==> config.mk <==
export PLATFORM = sky130hd
export DESIGN_NAME = retire
export DESIGN_NICKNAME = d
export VERILOG_FILES = /design/src/rtl/retire_pkg.sv /design/src/rtl/retire_rrat.sv /design/src/rtl/retire.sv
export SDC_FILE = /design/constraint.sdc
export NUM_CORES = 1
export LEC_CHECK = 0
export CAP_MARGIN = 20
export CORE_MARGIN = 2
export CORE_UTILIZATION = 56
export CTS_BUF_LIST = sky130_fd_sc_hd__clkbuf_8
export CTS_CLUSTER_DIAMETER = 30
export DETAILED_ROUTE_END_ITERATION = 16
export PLACE_DENSITY = 0.89
export SETUP_SLACK_MARGIN = 0.1
export SKIP_LAST_GASP = 1
export SYNTH_ARGS = -nofsm -noshare
export SYNTH_HDL_FRONTEND = slang
export SYNTH_SLANG_ARGS = --single-unit
==> constraint.sdc <==
create_clock -name CLK -period 7.8 [get_ports CLK]
set_input_delay 1.56 -clock CLK [delete_from_list [all_inputs] [get_ports CLK]]
set_output_delay 1.56 -clock CLK [all_outputs]
set_load 0.01 [all_outputs]
==> src/rtl/retire_pkg.sv <==
// Shared definitions for the commit stage: ROB entry layout (common with rename
// and the ROB), register-file geometry and the retire FSM encoding.
package retire_pkg;

  localparam int NUM_ARCH = 32;
  localparam int NUM_PHYS = 64;
  localparam int LOG_ARCH = 5;
  localparam int LOG_PHYS = 6;

  // ROB entry bit positions, LSB upward.
  localparam int ROB_ARCH_LSB     = 0;
  localparam int ROB_PHYS_LSB     = ROB_ARCH_LSB + LOG_ARCH;
  localparam int ROB_HAS_DEST_BIT = ROB_PHYS_LSB + LOG_PHYS;
  localparam int ROB_ALT_REQ_BIT  = ROB_HAS_DEST_BIT + 1;
  localparam int ROB_ALTPC_LSB    = ROB_ALT_REQ_BIT + 1;
  localparam int ROB_ADDR_LSB     = ROB_ALTPC_LSB + 32;
  localparam int ROB_INSTR_LSB    = ROB_ADDR_LSB + 32;
  localparam int ROB_DONE_BIT     = ROB_INSTR_LSB + 32;
  localparam int ROB_ENTRY_BITS   = ROB_DONE_BIT + 1;

  typedef logic [LOG_ARCH-1:0] arch_t;
  typedef logic [LOG_PHYS-1:0] phys_t;
  typedef logic [NUM_ARCH-1:0][LOG_PHYS-1:0] rat_t;

  // Field order matches the bit positions above.
  typedef struct packed {
    logic        done;
    logic [31:0] instr;
    logic [31:0] addr;
    logic [31:0] alt_pc;
    logic        request_alt_pc;
    logic        has_dest;
    phys_t       phys;
    arch_t       arch;
  } rob_entry_t;

  localparam logic [1:0] ST_RUN     = 2'd0;
  localparam logic [1:0] ST_FLUSH   = 2'd1;
  localparam logic [1:0] ST_REBUILD = 2'd2;

endpackage

==> src/rtl/retire_rrat.sv <==
// Retirement RAT plus the Mapped vector (one bit per physical register that the
// R-RAT currently names). Single write port returning the displaced mapping.
module retire_rrat
  import retire_pkg::*;
(
  input  logic                             CLK,
  input  logic                             RESET,
  input  logic                             wr_en,
  input  logic [LOG_ARCH-1:0]              wr_arch,
  input  logic [LOG_PHYS-1:0]              wr_phys,
  output logic [LOG_PHYS-1:0]              old_phys,
  output logic [NUM_ARCH-1:0][LOG_PHYS-1:0] rrat_map,
  output logic [NUM_PHYS-1:0]              mapped
);

  rat_t                rrat_map_q, rrat_map_d;
  logic [NUM_PHYS-1:0] mapped_q, mapped_d;

  assign old_phys = rrat_map_q[wr_arch];

  // NOTE: always_comb uses blocking assignments and gives every output a
  // default first, so no path leaves a value unassigned and no latch appears.
  always_comb begin
    rrat_map_d = rrat_map_q;
    mapped_d   = mapped_q;
    if (wr_en) begin
      mapped_d[old_phys]  = 1'b0;
      mapped_d[wr_phys]   = 1'b1;
      rrat_map_d[wr_arch] = wr_phys;
    end
  end

  // NOTE: the R-RAT is a flop array rather than a RAM, so it can be reset
  // to the identity map; a RAM-style memory would not take a reset.
  always_ff @(posedge CLK) begin
    if (!RESET) begin
      for (int i = 0; i < NUM_ARCH; i++) begin
        rrat_map_q[i] <= phys_t'(i);
      end
      mapped_q <= {{(NUM_PHYS-NUM_ARCH){1'b0}}, {NUM_ARCH{1'b1}}};
    end else begin
      // NOTE: sequential state uses non-blocking assignments only.
      rrat_map_q <= rrat_map_d;
      mapped_q   <= mapped_d;
    end
  end

  assign rrat_map = rrat_map_q;
  assign mapped   = mapped_q;

endmodule

==> src/rtl/retire.sv <==
// Commit stage: retires one completed ROB head per cycle, maintains the R-RAT,
// and on a misprediction flushes, restores the F-RAT and rebuilds the free list.
module retire
  import retire_pkg::*;
(
  input  logic                              CLK,
  input  logic                              RESET,
  input  logic                              ROB_head_valid,
  input  logic [ROB_ENTRY_BITS-1:0]         ROB_head_entry,
  output logic                              ROB_pop,
  output logic                              Free_push,
  output logic [LOG_PHYS-1:0]               Free_reg,
  output logic                              Free_list_clear,
  output logic                              Frat_restore,
  output logic                              Busy_clear,
  output logic                              Flush,
  output logic                              Redirect_valid,
  output logic [31:0]                       Redirect_PC,
  output logic [NUM_ARCH-1:0][LOG_PHYS-1:0] Rrat_map,
  output logic                              Rebuilding,
  output logic [31:0]                       Retired_count
);

  rob_entry_t head;
  assign head = rob_entry_t'(ROB_head_entry);

  // instr and addr travel with the entry but are not needed to commit.
  logic unused_fields;
  assign unused_fields = ^{head.instr, head.addr};

  logic [1:0]  state_q, state_d;
  phys_t       walk_q, walk_d;
  logic [31:0] retired_count_q, retired_count_d;
  logic [31:0] redirect_pc_q, redirect_pc_d;
  logic        free_push_q, free_push_d;
  phys_t       free_reg_q, free_reg_d;
  logic        recover_q, recover_d;

  logic                pop;
  logic                rat_wr_en;
  phys_t               old_phys;
  logic [NUM_PHYS-1:0] mapped;

  retire_rrat u_rrat (
    .CLK      (CLK),
    .RESET    (RESET),
    .wr_en    (rat_wr_en),
    .wr_arch  (head.arch),
    .wr_phys  (head.phys),
    .old_phys (old_phys),
    .rrat_map (Rrat_map),
    .mapped   (mapped)
  );

  always_comb begin
    state_d         = state_q;
    walk_d          = walk_q;
    retired_count_d = retired_count_q;
    redirect_pc_d   = redirect_pc_q;
    free_push_d     = 1'b0;
    free_reg_d      = free_reg_q;
    recover_d       = 1'b0;
    rat_wr_en       = 1'b0;
    pop             = 1'b0;

    case (state_q)
      ST_RUN: begin
        pop = ROB_head_valid & head.done;
        if (pop) begin
          retired_count_d = retired_count_q + 32'd1;
          if (head.has_dest) begin
            // A register allocated for $0 is never architecturally visible.
            if (head.arch == '0) begin
              free_push_d = 1'b1;
              free_reg_d  = head.phys;
            end else if (head.phys != old_phys) begin
              rat_wr_en   = 1'b1;
              free_push_d = 1'b1;
              free_reg_d  = old_phys;
            end
          end
          // The mispredicting instruction still commits its destination.
          if (head.request_alt_pc) begin
            redirect_pc_d = head.alt_pc;
            recover_d     = 1'b1;
            state_d       = ST_FLUSH;
          end
        end
      end

      ST_FLUSH: begin
        walk_d  = '0;
        state_d = ST_REBUILD;
      end

      ST_REBUILD: begin
        if (!mapped[walk_q]) begin
          free_push_d = 1'b1;
          free_reg_d  = walk_q;
        end
        walk_d = walk_q + 1'b1;
        if (walk_q == phys_t'(NUM_PHYS-1)) begin
          state_d = ST_RUN;
        end
      end

      default: state_d = ST_RUN;
    endcase
  end

  always_ff @(posedge CLK) begin
    if (!RESET) begin
      state_q         <= ST_RUN;
      walk_q          <= '0;
      retired_count_q <= '0;
      redirect_pc_q   <= '0;
      free_push_q     <= 1'b0;
      free_reg_q      <= '0;
      recover_q       <= 1'b0;
    end else begin
      state_q         <= state_d;
      walk_q          <= walk_d;
      retired_count_q <= retired_count_d;
      redirect_pc_q   <= redirect_pc_d;
      free_push_q     <= free_push_d;
      free_reg_q      <= free_reg_d;
      recover_q       <= recover_d;
    end
  end

  assign ROB_pop       = pop;
  assign Free_push     = free_push_q;
  assign Free_reg      = free_reg_q;
  assign Redirect_PC   = redirect_pc_q;
  assign Retired_count = retired_count_q;
  assign Rebuilding    = (state_q != ST_RUN);

  // All recovery pulses coincide with the single FLUSH cycle.
  assign Flush           = recover_q;
  assign Redirect_valid  = recover_q;
  assign Frat_restore    = recover_q;
  assign Busy_clear      = recover_q;
  assign Free_list_clear = recover_q;

endmodule

; ---- Yosys cells after proc, flatten, opt, wreduce, memory -nomap -nowiden
; Cells that the tools add are included.
[word_totals]
regBits = 336
inputBits = 113
out_inout_bits = 270
elab_cells = 110
[classes]
n_addsub = 2
order_cmp = 7
n_eq_ne = 10
n_mux = 34
n_bitwise = 4
reduce_logical = 13
[ops]
columns = operator, n
row1 = bitwise mux 192 bit, 1
row2 = AND 64 bit, 1
row3 = inverter 64 bit, 1
row4 = OR 64 bit, 1
row5 = two-way mux 6 bit, 7
row6 = "adder 32 x 1 -> 32 bit, second input constant", 1
row7 = binary-select mux 6 bit (select 5 bit), 1
row8 = demux 6 bit (select 5 bit), 1
row9 = case mux 6 bit (2 select lines), 2
row10 = "less-than comparator 6 x 7 -> 1 bit, second input constant", 3
row11 = two-way mux 1 bit, 14
row12 = demux 1 bit (select 6 bit), 2
row13 = ">= comparator 6 x 1 -> 1 bit, second input constant", 2
row14 = "!= test 2 bit, second input constant", 5
row15 = AND reduction 3 bit, 3
row16 = "adder 6 x 1 -> 6 bit, second input constant", 1
row17 = binary-select mux 1 bit (select 6 bit), 1
row18 = "equality test 6 bit, second input constant", 1
row19 = "less-than comparator 5 x 6 -> 1 bit, second input constant", 1
row20 = two-way mux 2 bit, 3
row21 = != test 6 bit, 1
row22 = case mux 2 bit (3 select lines), 1
row23 = nonzero test 2 bit, 3
row24 = ">= comparator 5 x 1 -> 1 bit, second input constant", 1
row25 = other kinds (10), 12

; ---- Longest topological paths before layout
[depth]
word_depth = 9
depth_mapped = 16
mapped_depth_nobuf = 11

; ---- Cells and area by module
; Synthesis repeated with hierarchy kept, for this count alone.
[hier_totals]
cells_unflattened = 1725
hier_area_um2 = 15924.0
[by_module_without_submodules]
columns = module, instances, cells_per_inst, area_per_inst_um2, seq_area_each_um2
row1 = retire_rrat, 1, 1233, 11594.9, 5124.9
row2 = retire, 1, 492, 4329.2, 1601.5

; ---- Worst setup path after synthesis
; OpenSTA, ideal clock, no wires.
[synth_timing]
path_kind = input port to flip-flop
from = input ROB_head_entry[1]
to = register u_rrat.mapped_q[48], in the netlist u_rrat.mapped[48]
setup_ps = 120
t_arrival_ps = 4191
required_ps = 7680
slack_ps = 3489
cell_stages = 13
path_buffers = 5
cell_sequence = buf_2 buf_2 buf_2 mux2i_1 o22ai_1 nor4_2 nand3_1 nor4b_4 and3_1 buf_4 or3_1 buf_2 a211o_1
[synth_via]
elab_chain_cells = 9
elab_cells_between_ends = 17
cone_classes = 2 x order compare / 1 x eq/ne / 9 x mux / 3 x bitwise / 2 x reduce/logical
[synth_rtl]
columns = item, line
row1 = start: declaration, retire.sv:9  ; input logic [ROB_ENTRY_BITS-1:0] ROB_head_entry,
row2 = binary-select mux 6 bit (select 5 bit), retire_rrat.sv:19  ; assign old_phys = rrat_map_q[wr_arch];
row3 = two-way mux 6 bit (not written as such), retire_rrat.sv:19
row4 = less-than comparator 6 x 7 -> 1 bit (not written as such) / >= comparator 6 x 1 -> 1 bit (equally long branches), retire_rrat.sv:27  ; mapped_d[old_phys] = 1'b0;
row5 = logical AND 1 bit (not written as such), retire_rrat.sv:27
row6 = two-way mux 1 bit (not written as such), retire_rrat.sv:27
row7 = demux 1 bit (select 6 bit), -
row8 = inverter 64 bit (no line), -
row9 = AND 64 bit (no line), -
row10 = OR 64 bit (no line), -
row11 = end signal: assignment, retire_rrat.sv:40  ; mapped_q <= {{(NUM_PHYS-NUM_ARCH){1'b0}}, {NUM_ARCH{1'b1}}};
row12 = end signal: assignment, retire_rrat.sv:44  ; mapped_q <= mapped_d;
row13 = end: declaration, retire_rrat.sv:17  ; logic [NUM_PHYS-1:0] mapped_q, mapped_d;
; Several ways; a longest one is shown, not always the timed one. The select of a mux whose other input is x is not followed.
; A chain may end at the register's enable or synchronous reset.

; ---- Worst setup path after layout
[layout_timing]
from = input ROB_head_entry[1]
to = register u_rrat.mapped_q[6], in the netlist u_rrat.mapped[6]
; The elaborated chain is that of the path after synthesis.

==> flow_metrics.py <==
metrics = {
    "outcome": {
        "status": "complete, no violations",
    },
    "cells_and_area": {
        "diodes": 0,
        "syn_to_final_growth_pct": 29.3,
        "ff_latch_area_sq_um": 6730,
        "layout_common_cells": "dfxtp_1 (336), clkdlybuf4s50_1 (316), mux2i_1 (273), nand2_1 (239), nor2_1 (135)",
        "final_core_utilization_pct": 74.0,
        "multi_input_area_sq_um": 8510,
        "layout.nets": 2084,
        "n_fill_cell": 1860,
        "largest_register_ffs": 192,
        "mostFrequentLayoutCell": "dfxtp_1",
        "stdcell_area_sq_um": 20700,
        "drive_gt1_share_pct": 10.0,
    },
    "place": {
        "post-place-ws_ns": 1.35,
        "postPlaceCellArea_sq_um": 19100,
        "port_buffers": 318,
        "post-dp-hpwl_um": 38500,
        "gp_congestion": 1.01,
    },
    "sta": {
        "fmax_mhz": 160,
        "finalSetupViolCount": 0,
        "slew_headroom_pct": 26.1,
        "period_needed_ns": 6.23,
        "setup_ws_ns": 1.57,
        "tightestPinTransition_ns": 1.10,
        "tns_ns": 0,
        "clock_skew_ns": 0.0540,
        "post-route-period-util_pct": 79.9,
        "grt_setup_unrepaired": "no",
        "slew_violations": 0,
        "finalHoldViolCount": 0,
    },
    "die": {
        "start_util_pct": 57.2,
        "die_area_sq_um": 29900,
        "fp-row-count": 61,
        "fp.dieW_um": 173,
        "ios": 383,
        "core_sq_um": 27900,
        "die_h_um": 173,
    },
    "power_and_ir_drop": {
        "pwr-share-seq_pct": 42.0,
        "cellPowerDensity_nw_per_um2": 203,
        "total_power_mw": 4.19,
        "switchingPower_mw": 1.13,
        "pwr-share-comb_pct": 10.8,
        "power_leakage_nw": 9.42,
        "peakVddDrop_v": 0.000146,
        "netSwitchingFraction_pct": 27.0,
        "internal-power_mw": 3.06,
        "clockPowerShare_pct": 47.2,
    },
    "drt": {
        "drt_iter0_markers": 2268,
        "drc": 0,
        "antenna_left": 0,
        "via_per_inst": 6.48,
        "vias": 15515,
        "routed_wl_um": 57400,
        "drtPass1Iterations": 8,
        "wl_per_cell_um": 24.0,
    },
    "synthesis": {
        "yosysSeqAreaShare_pct": 42.1,
        "synth_warnings": 0,
        "synthCells": 1695,
        "synth-edff-count": 0,
        "ys_seq_elements": 336,
        "yosysUniqueCellTypes": 64,
        "async_flop_share_pct": 0,
        "ys.flop_type": "dfxtp_1",
        "synth.cell_area_sq_um": 16000,
        "syn_avg_cell_area_sq_um": 9.43,
        "syn_nets": 1813,
    },
    "clock_network": {
        "post_cts_buffers": 0,
        "htree_levels": 3,
        "cts_resized": 0,
        "cts_buffer_depth": 3,
        "cts_hold_buf": 0,
        "clock_latency_ns": 0.61,
        "cts_root_buf": "clkbuf_8",
        "clk_pin_slew_ns": 0.06,
        "cts_tree": "built",
        "cts_sinks": 336,
        "cts_made_buffers": 69,
    },
    "global_route": {
        "grt_pass1_wl_um": 87100,
        "antenna_found_initial": 0,
        "grt_usage_pct": 36.6,
        "first_global_vias": 15333,
        "grt_max_degree": 123,
        "globalRoute.totalOverflow": 0,
    },
    "worst_setup_path": {
        "path_max_fanout": 80,
        "cp_data_arrival_time_ns": 6.67,
        "required_ns": 8.24,
        "crit_type": "primary input to flip-flop",
        "r2r_slack_ns": 3.48,
        "worstRegToRegCells": 9,
        "r2r_start": "u_rrat.rrat_map[180]",
        "start_kind": "primary input",
        "worstSetupEndpointType": "flip-flop",
        "r2r_end": "u_rrat.mapped[6]",
    },
    "min_path": {
        "holdCritPathClass": "flip-flop to flip-flop",
        "whs_path_depth": 2,
        "whs_endpoint": "u_rrat.mapped[63]",
        "min_from": "u_rrat.mapped[63]",
    },
    "flow_run": {
        "cap_viol_max_count": 0,
    },
}
==> power groups by stage <==
stage	logic, mW	registers, mW	clock network (mW)
final	0.452	1.76	1.98
after global routing	0.471	1.76	2.06
after CTS	0.428	1.76	1.96
after detailed placement	0.423	1.80	0
after global placement	0.409	1.80	0
after floorplan	0.263	1.80	0
==> layout make-up <==
cell class              instances  area share, %
well taps                     378           2.29
flip-flops and latches        336           32.5
clock buffers                  81           5.39
clock inverters                41           1.78
multi-input cells            1195           41.2
repair buffers                338           16.3
inverters                      26          0.484
==> cells by family after synthesis <==
group / synth area share [%]
flops: 42.1
mux: 19.2
buf+inv: 4.71
xor+xnor: 1.48
fa+ha+maj: 0.391
compound gates: 11.6
simple gates: 20.5
==> critical path: stages <==
cell and delay, ns:
buf_4 0.77, buf_4 0.49, mux2i_1 0.59, o22ai_1 0.17, nor4_1 0.41, a21oi_1 0.15, nor4_2 0.63, and3_4 0.89
buf_4 0.56, o31ai_1 0.19, o311ai_0 0.18
==> how the worst max path moves through the flow <==
stage                      startpoint                end
finish              ROB_head_entry[1]   u_rrat.mapped[6]
global route        ROB_head_entry[1]   u_rrat.mapped[6]
CTS                 ROB_head_entry[1]   u_rrat.mapped[6]
detailed placement  ROB_head_entry[1]   u_rrat.mapped[8]
global placement    ROB_head_entry[1]  u_rrat.mapped[13]
floorplan           ROB_head_entry[1]  u_rrat.mapped[48]
==> routing by layer <==
layer	share of wire [%]	routed length (um)	GRT usage, %	vias up
met1	35	20200	41.8	7295
li1	-	-	-	6698
met4	7.2	4130	22.5	0
met3	12	6850	11.6	339
met2	46	26300	59.7	1183
met5	0	0	0	-
==> synth_stat cells, types with 5 or more instances <==
cell type	count	share of area, %
a21oi_1	52	1.6
a221oi_1	8	0.44
and2_1	23	0.90
and3_1	15	0.59
buf_1	6	0.14
buf_2	17	0.53
buf_4	15	0.70
buf_6	8	0.56
clkbuf_1	92	2.2
dfxtp_1	336	42
ha_1	5	0.39
inv_1	25	0.59
mux2_2	8	0.56
mux2i_1	273	17
mux4_2	11	1.6
nand2_1	239	5.6
nand3_1	35	1.1
nand3b_4	26	3.3
nand4_1	15	0.59
nand4bb_1	6	0.42
nor2_1	136	3.2
nor2b_1	6	0.23
nor3_1	7	0.22
nor4_1	24	0.94
nor4_2	7	0.55
o211ai_1	22	1.0
o21a_1	5	0.23
o21ai_0	23	0.72
o21ai_1	5	0.16
o22ai_1	72	2.8
o311ai_0	24	1.3
o31ai_1	32	1.5
o41ai_1	13	0.71
or2_2	5	0.20
or3_1	13	0.51
xnor2_1	7	0.38
xor2_1	20	1.1
==> through the flow <==
step                hold WS [ns]  std cells
floorplan                  0.425       1695
global placement           0.438       2269
detailed placement         0.441       2270
CTS                        0.450       2392
global route               0.476       2395
finish                     0.453       2395
Power figures use the tool's default switching activity.
